`config.mk`:
```
export PLATFORM = sky130hd
export DESIGN_NAME = fsk_zc_demod
export DESIGN_NICKNAME = d
export VERILOG_FILES = /design/src/rtl/fsk_pkg.sv /design/src/rtl/fsk_edge_detect.sv /design/src/rtl/fsk_zc_demod.sv
export SDC_FILE = /design/constraint.sdc
export NUM_CORES = 1
export LEC_CHECK = 0
export ABC_AREA = 0
export CORE_ASPECT_RATIO = 1.1
export CORE_MARGIN = 1.5
export CORE_UTILIZATION = 40
export CTS_BUF_LIST = sky130_fd_sc_hd__clkbuf_8
export DETAILED_ROUTE_END_ITERATION = 16
export SYNTH_ARGS = -nofsm -noshare
export SYNTH_HDL_FRONTEND = slang
export SYNTH_SLANG_ARGS = --single-unit
```
`constraint.sdc`:
```
create_clock -name clk -period 3.2 [get_ports clk]
set_input_delay 0.96 -clock clk [delete_from_list [all_inputs] [get_ports clk]]
set_output_delay 0.96 -clock clk [all_outputs]
set_load 0.01 [all_outputs]
```
`src/rtl/fsk_pkg.sv`:
```
// -----------------------------------------------------------------------------
// fsk_pkg
// Shared definitions for the zero-crossing FSK demodulator:
//   - fsk_state_t   : bit-timing state (IDLE = searching, ACQ = locked)
//   - FSK_*         : default oversampling ratio, word width and slice threshold
//   - fsk_cnt_width : bits needed to hold a counter value 0..n
// -----------------------------------------------------------------------------
package fsk_pkg;

    typedef enum logic {
        IDLE = 1'b0,
        ACQ  = 1'b1
    } fsk_state_t;

    localparam int FSK_SAMPLES_PER_BIT = 16;
    localparam int FSK_WORD_BITS       = 12;
    localparam int FSK_EDGE_THRESH     = 6;

    // Width of a counter that must represent every value from 0 to n.
    function automatic int fsk_cnt_width(input int n);
        return $clog2(n + 1);
    endfunction

endpackage

```
`src/rtl/fsk_edge_detect.sv`:
```
// -----------------------------------------------------------------------------
// fsk_edge_detect
// Brings the asynchronous FSK line into the clk domain and flags every
// transition of the conditioned signal for one cycle.
//
// Optional feature macro: FSK_DEMOD_GLITCH_FILTER_EN
//   defined   : majority-of-3 filter over the last three synchronized samples
//               before edge detection; single-cycle pulses are suppressed and
//               pin-to-flag latency is 3 cycles.
//   undefined : every synchronized change is an edge; latency is 2 cycles.
//
// Ports:
//   clk    in  receiver oversampling clock
//   reset  in  asynchronous active-high reset
//   i_din  in  raw FSK line (asynchronous)
//   o_edge out one-cycle edge flag
// -----------------------------------------------------------------------------
module fsk_edge_detect (
    input  logic clk,
    input  logic reset,
    input  logic i_din,
    output logic o_edge
);

    // r_sync1/r_sync2 form the metastability synchronizer; r_sync3 is the
    // one-cycle-delayed copy used for edge detection.
    logic r_sync1;
    logic r_sync2;
    logic r_sync3;

    always_ff @(posedge clk or posedge reset) begin
        if (reset) begin
            r_sync1 <= 1'b0;
            r_sync2 <= 1'b0;
            r_sync3 <= 1'b0;
        end else begin
            r_sync1 <= i_din;
            r_sync2 <= r_sync1;
            r_sync3 <= r_sync2;
        end
    end

`ifdef FSK_DEMOD_GLITCH_FILTER_EN
    logic r_sync4;
    logic r_filt;
    logic w_maj;

    // A level must persist for two of the last three samples to be accepted.
    assign w_maj = (r_sync2 & r_sync3) | (r_sync2 & r_sync4) | (r_sync3 & r_sync4);

    always_ff @(posedge clk or posedge reset) begin
        if (reset) begin
            r_sync4 <= 1'b0;
            r_filt  <= 1'b0;
        end else begin
            r_sync4 <= r_sync3;
            r_filt  <= w_maj;
        end
    end

    assign o_edge = w_maj ^ r_filt;
`else
    assign o_edge = r_sync2 ^ r_sync3;
`endif

endmodule

```
`src/rtl/fsk_zc_demod.sv`:
```
// -----------------------------------------------------------------------------
// fsk_zc_demod
// Zero-crossing FSK demodulator and word assembler. Counts line transitions in
// each SAMPLES_PER_BIT window, slices mark/space against EDGE_THRESH, and packs
// WORD_BITS bits MSB-first into a codeword. A window with no edges is treated
// as carrier loss: the partial word is dropped and timing is re-acquired on
// the next edge.
//
// Optional feature macro: FSK_DEMOD_GLITCH_FILTER_EN (see fsk_edge_detect).
//
// Ports:
//   clk      in  receiver oversampling clock
//   reset    in  asynchronous active-high reset
//   datain   in  raw FSK line (asynchronous)
//   dataout  out last completed codeword, held until the next one
//   valid    out one-cycle pulse when dataout updates
//   carrier  out high while bit timing is locked
// -----------------------------------------------------------------------------
module fsk_zc_demod
    import fsk_pkg::*;
#(
    parameter int SAMPLES_PER_BIT = FSK_SAMPLES_PER_BIT,
    parameter int WORD_BITS       = FSK_WORD_BITS,
    parameter int EDGE_THRESH     = FSK_EDGE_THRESH
) (
    input  logic                 clk,
    input  logic                 reset,
    input  logic                 datain,
    output logic [WORD_BITS-1:0] dataout,
    output logic                 valid,
    output logic                 carrier
);

    localparam int SW = fsk_cnt_width(SAMPLES_PER_BIT - 1);
    localparam int EW = fsk_cnt_width(SAMPLES_PER_BIT);
    localparam int BW = fsk_cnt_width(WORD_BITS - 1);

    fsk_state_t           r_state, w_state_next;
    logic [SW-1:0]        r_sample_cnt, w_sample_cnt_next;
    logic [EW-1:0]        r_edge_cnt, w_edge_cnt_next, w_edge_total;
    logic [BW-1:0]        r_bit_cnt, w_bit_cnt_next;
    logic [WORD_BITS-1:0] r_shift, w_shift_next, w_shift_in;
    logic [WORD_BITS-1:0] r_dataout, w_dataout_next;
    logic                 r_valid, w_valid_next;
    logic                 w_edge, w_last, w_bit;

    fsk_edge_detect u_edge (
        .clk    (clk),
        .reset  (reset),
        .i_din  (datain),
        .o_edge (w_edge)
    );

    // Edge count for the window including the current cycle, saturating.
    assign w_edge_total = (r_edge_cnt == EW'(SAMPLES_PER_BIT)) ? r_edge_cnt
                                                                : r_edge_cnt + EW'(w_edge);
    assign w_last     = (r_sample_cnt == SW'(SAMPLES_PER_BIT - 1));
    assign w_bit      = (w_edge_total >= EW'(EDGE_THRESH));
    assign w_shift_in = {r_shift[WORD_BITS-2:0], w_bit};

    always_comb begin
        w_state_next      = r_state;
        w_sample_cnt_next = r_sample_cnt;
        w_edge_cnt_next   = r_edge_cnt;
        w_bit_cnt_next    = r_bit_cnt;
        w_shift_next      = r_shift;
        w_dataout_next    = r_dataout;
        w_valid_next      = 1'b0;
        case (r_state)
            IDLE: begin
                // The acquiring edge's cycle is sample 0 of window 0 and
                // already contributes one edge.
                if (w_edge) begin
                    w_state_next      = ACQ;
                    w_sample_cnt_next = SW'(1);
                    w_edge_cnt_next   = EW'(1);
                    w_bit_cnt_next    = '0;
                    w_shift_next      = '0;
                end
            end
            ACQ: begin
                if (!w_last) begin
                    w_sample_cnt_next = r_sample_cnt + SW'(1);
                    w_edge_cnt_next   = w_edge_total;
                end else if (w_edge_total == '0) begin
                    // Silent window: carrier gone, drop the partial word.
                    w_state_next      = IDLE;
                    w_sample_cnt_next = '0;
                    w_edge_cnt_next   = '0;
                    w_bit_cnt_next    = '0;
                    w_shift_next      = '0;
                end else begin
                    // The boundary cycle's edge also seeds the next window.
                    w_sample_cnt_next = '0;
                    w_edge_cnt_next   = EW'(w_edge);
                    w_shift_next      = w_shift_in;
                    if (r_bit_cnt == BW'(WORD_BITS - 1)) begin
                        w_bit_cnt_next = '0;
                        w_dataout_next = w_shift_in;
                        w_valid_next   = 1'b1;
                    end else begin
                        w_bit_cnt_next = r_bit_cnt + BW'(1);
                    end
                end
            end
            default: w_state_next = IDLE;
        endcase
    end

    always_ff @(posedge clk or posedge reset) begin
        if (reset) begin
            r_state      <= IDLE;
            r_sample_cnt <= '0;
            r_edge_cnt   <= '0;
            r_bit_cnt    <= '0;
            r_shift      <= '0;
            r_dataout    <= '0;
            r_valid      <= 1'b0;
        end else begin
            r_state      <= w_state_next;
            r_sample_cnt <= w_sample_cnt_next;
            r_edge_cnt   <= w_edge_cnt_next;
            r_bit_cnt    <= w_bit_cnt_next;
            r_shift      <= w_shift_next;
            r_dataout    <= w_dataout_next;
            r_valid      <= w_valid_next;
        end
    end

    assign dataout = r_dataout;
    assign valid   = r_valid;
    assign carrier = (r_state == ACQ);

endmodule

```
==> Word-level counts from Yosys, hierarchy flattened <==
Cells that the tools add are included.
{ "word_totals": {"regBits": 41, "word_cells": 50, "output_inout_bits": 14, "in_bits": 3} }
{ "op_classes": {"muxes": 25, "n_eq_ne": 5, "n_reduce_logical": 3, "n_lt_le_gt_ge": 1, "add_sub_neg": 3, "n_bitwise": 3} }
{ "op_table": {"columns": ["operator", "n"], "rows": [
  ["$mux 11", 3],
  ["$mux 4", 6],
  ["$pmux 11 s2", 1],
  ["$pmux 4 s2", 2],
  ["$mux 5", 3],
  ["$pmux 5 s2", 1],
  ["$add 4x1->4 const B", 2],
  ["$eq 4x4->1 const B", 2],
  ["$mux 1", 8],
  ["$add 5x1->5", 1],
  ["$eq 5x5->1 const B", 1],
  ["$ge 5x3->1 const B", 1],
  ["$logic_not 5->1", 1],
  ["$reduce_and 4->1", 1],
  ["$ne 2x1->1 const B", 1],
  ["$ne 2x2->1 const B", 1],
  ["$not 1->1", 2],
  ["$pmux 1 s2", 1],
  ["$reduce_and 2->1", 1],
  ["$xor 1x1->1", 1]
]} }

==> Longest topological paths before layout <==
{ "depth": {"word_depth": 7, "ltp_mapped": 9} }

==> Hierarchy <==
From an unflattened synthesis, not the netlist that was laid out.
{ "hier_totals": {"cells_unflattened": 142, "hier_area_um2": 1816.7} }
{ "modules_own_cells": {"columns": ["mod", "cells_per_inst", "instances", "area_per_inst_um2"], "rows": [
  ["fsk_zc_demod", 137, 1, 1729.2],
  ["fsk_edge_detect", 5, 1, 87.6]
]} }

==> Least setup slack after synthesis <==
No wires, ideal clock.
{ "synth_timing": {"path_type": "register to register", "startpoint": "reg u_edge.r_sync3", "endpoint": "reg r_dataout[11], in the netlist dataout[11]", "setup_slack_ps": 804, "stages_incl_launch_ff": 10, "period_less_slack_ps": 2396, "arrival_ps": 2271, "setup_time_ps": 125, "path_cell_list": "dfrtp_1 > xnor2_1 > inv_2 > ha_1 > ha_1 > nand2b_1 > a32o_2 > o22a_4 > buf_6 > mux2_4"} }
{ "synth_via": {"elab_chain_cells": 6} }
{ "synth_rtl": {"columns": ["element", "line_no", "text"], "rows": [
  ["from (decl)", "fsk_edge_detect.sv:29", "logic r_sync3;"],
  ["from (signal assigned)", "fsk_edge_detect.sv:39", "r_sync3 <= r_sync2;"],
  ["$xor 1x1->1", "fsk_edge_detect.sv:63", "assign o_edge = r_sync2 ^ r_sync3;"],
  ["$add 5x1->5", "fsk_zc_demod.sv:56", ": r_edge_cnt + EW'(w_edge);"],
  ["$mux 5", "fsk_zc_demod.sv:55", "assign w_edge_total = (r_edge_cnt == EW'(SAMPLES_PER_BIT)) ? r_edge_cnt"],
  ["$logic_not 5->1", "fsk_zc_demod.sv:85", "end else if (w_edge_total == '0) begin"],
  ["$not 1->1 (no source line)", null, null],
  ["$reduce_and 4->1 (no source line)", null, null],
  ["to (signal assigned)", "fsk_zc_demod.sv:125", "r_dataout <= w_dataout_next;"],
  ["to (decl)", "fsk_zc_demod.sv:43", "logic [WORD_BITS-1:0] r_dataout, w_dataout_next;"]
]} }
No other way between the ends.
A chain may end at the register's enable or synchronous reset.

==> Worst setup path after layout <==
{ "layout_timing": {"startpoint": "reg u_edge.r_sync2", "endpoint": "reg r_bit_cnt[3]"} }
{ "layout_via": {"elab_chain_cells": 7, "word_cells_on_any_way": 9} }
{ "layout_rtl": {"columns": ["element", "line_no", "text"], "rows": [
  ["from (decl)", "fsk_edge_detect.sv:28", "logic r_sync2;"],
  ["from (signal assigned)", "fsk_edge_detect.sv:38", "r_sync2 <= r_sync1;"],
  ["$xor 1x1->1 *", "fsk_edge_detect.sv:63", null],
  ["$add 5x1->5", "fsk_zc_demod.sv:56", null],
  ["$mux 5", "fsk_zc_demod.sv:55", null],
  ["$logic_not 5->1", "fsk_zc_demod.sv:85", null],
  ["$mux 4", "fsk_zc_demod.sv:85", null],
  ["$mux 4", "fsk_zc_demod.sv:82", "if (!w_last) begin"],
  ["$pmux 4 s2", "fsk_zc_demod.sv:69", "case (r_state)"],
  ["to (signal assigned)", "fsk_zc_demod.sv:123", "r_bit_cnt <= w_bit_cnt_next;"],
  ["to (decl)", "fsk_zc_demod.sv:41", "logic [BW-1:0] r_bit_cnt, w_bit_cnt_next;"]
]} }
Every way passes the cells marked *; elsewhere a longest branch is shown, timed or not. The select of a mux whose other input is x is not followed.

==> results.tsv <==
metric	value	unit
cts.path.max_buffers	2	
r2r_slack	0.63	ns
final-seq-area	1030	um^2
total_power	1610	uW
maxSlewHeadroom	0.417	
first_iter_violations	56	
tritoncts	built	
critical_path_required	3.42	ns
die_area	5130	um^2
drv_slew	0	
setup_viol	0	
r2r-end	r_bit_cnt[3]$_DFFE_PP0P_	
syn_nets	164	
hp-class	reg2reg	
yosysTopAreaCellShare	0.544	
ys_types	40	
rsz0062_at_grt	false	
p_leak	0.00102	uW
ys.flop_type	dfrtp_1	
drive_above_1_share	0.153	
cap_violations	0	
synth_top_area_cell	dfrtp_1	
tns	0	ns
grt_use_total	0.154	
die_y	75.0	um
clkSlewWorstSetupHoldPaths	0.07	ns
cp.arrival	2.79	ns
start_util	0.411	
grt_pass1_vias	1196	
multi_input_area	801	um^2
worst-slew-pin-transition	0.850	ns
clock.fmax	388	MHz
p_per_area	730	nW/um^2
ys_ff_latch	41	
num_vias	1265	
mostFrequentLayoutCells	41 x dfrtp_1, 16 x clkdlybuf4s50_1, 15 x a22o_1, 10 x nor2_1, 9 x mux2_4	
fillCellCount	412	
drc	0	
min_path_cells	0	
port_buffers	16	
grt_max_degree	42	
pre_cts_ws	0.641	ns
cts_root_buf	clkbuf_8	
cts_setup_buffers	0	
num-nets-final	184	
start_kind	flop	
antenna_left	0	
gp_congestion	0.924	
worstHoldEndpoint	u_edge.r_sync2$_DFF_PP0_	
antenna_found_initial	0	
syn_to_final_growth	16.9	%
seq_area_frac_synth	0.544	
antenna_cells	0	
cts_hold_buffers	0	
postCtsResizedCells	0	
final_common_cell	dfrtp_1	
via_per_inst	5.43	
cts.sinks	41	
first_pass_iters	4	
async_flop_share	1.00	
grt_pass1_wl	5.85	mm
worstPathMaxFanout	13	
period_share	0.805	
fin_skew	0.00929	ns
rows	26	
cts_made_buffers	5	
fin_ws	0.625	ns
avgRoutedWirePerCell	15.1	um
postSynthCellCount	157	
finalCriticalPeriod	2.57	ns
worst-setup-path-type	reg2reg	
hold_viol	0	
r2r_cells	8	
synth_area	1880	um^2
cp-end-kind	flop	
routed_wirelength	3.51	mm
io-pin-count	17	
clock_latency	0.29	ns
irDropWorstVdd	0.471	mV
timing.rr.start	u_edge.r_sync2$_DFF_PP0_	
avgSynthCellArea	12.0	um^2
grt-ovfl-total	0	
dieWidth	68.4	um
worstHoldStart	u_edge.r_sync1$_DFF_PP0_	
coreArea	4590	um^2
place_hpwl	2.47	mm
synth_edf_count	0	
yosys-top-cells-area	dfrtp_1 54%, mux2_4 7.2%, a22o_1 7.0%, ha_1 2.7%, nand3_1 2.1%	
synth_warnings	0	
htreeDepth	2	
outcome	complete, no violations	
[kinds of logic after synthesis]
kind of cell    after synthesis  synth area share
flops                        41             0.544
buf+inv                      12            0.0305
xor+xnor                      2           0.00930
mux                          15             0.106
fa+ha+maj                     4            0.0266
simple gates                 41             0.116
compound gates               42             0.167
[metal layers]
layer  vias up  track usage  routed length, um
li1        611            -                  -
met1       624        0.206               1660
met2        25        0.243               1670
met3         5       0.0359                131
met4         0       0.0600                 50
met5         -            0                  0
[critical path, cell delays in order, from the launching register on]
cell	delay, ns
dfrtp_1	0.40
xnor2_1	0.26
inv_2	0.10
ha_1	0.23
ha_1	0.26
nand2b_1	0.18
a32o_2	0.31
o22ai_2	0.52
a22o_1	0.24
[cell usage after synthesis (2+ instances only)]
master     n
nor2_1    10
nand2_1    8
o21ai_0    5
o21ai_1    6
mux2i_1    3
a22o_1    15
ha_1       4
a21oi_1    5
nand3_1    8
mux2_4     9
inv_2      2
a22oi_1    2
mux2_1     2
nand2b_1   3
buf_2      4
xnor2_1    2
inv_1      5
nor3_1     2
dfrtp_1   41
[power breakdown]
group / switching, uW / internal [uW]
clock network: 172 / 227
logic: 256 / 219
registers: 115 / 618
total: 543 / 1060
[per-stage QoR]
stage / util / hold WS [ns] / instances / cell area [um^2]
final: 0.480 / 0.358 / 233 / 2200
after global routing: 0.480 / 0.361 / 233 / 2200
after CTS: 0.480 / 0.361 / 233 / 2200
after detailed placement: 0.457 / 0.339 / 226 / 2100
after global placement: 0.457 / 0.350 / 226 / 2100
after floorplan: - / 0.331 / 157 / 1880
[final cells by class]
type | instances | share of cell area
clock buffer | 5 | 0.0313
clock inverter | 2 | 0.0159
inverter | 7 | 0.0119
multi-input combinational | 104 | 0.364
sequential | 41 | 0.466
tap | 56 | 0.0318
timing repair buffer | 18 | 0.0795
[state kept, by name, indices dropped and copies added, names as in the netlist]
name            flops
r_edge_cnt          5
valid               1
r_bit_cnt           4
carrier             1
u_edge.r_sync1      1
u_edge.r_sync2      1
r_shift            11
u_edge.r_sync3      1
r_sample_cnt        4
dataout            12
[worst max path at each step]
stage	start	to
after floorplan	u_edge.r_sync3$_DFF_PP0_	dataout[11]$_DFFE_PP0P_
after global placement	u_edge.r_sync2$_DFF_PP0_	dataout[10]$_DFFE_PP0P_
after detailed placement	u_edge.r_sync2$_DFF_PP0_	dataout[9]$_DFFE_PP0P_
after CTS	u_edge.r_sync2$_DFF_PP0_	r_bit_cnt[3]$_DFFE_PP0P_
after global routing	u_edge.r_sync2$_DFF_PP0_	r_bit_cnt[3]$_DFFE_PP0P_
final	u_edge.r_sync2$_DFF_PP0_	r_bit_cnt[3]$_DFFE_PP0P_
No activity file was read; power rests on OpenSTA's default activity.
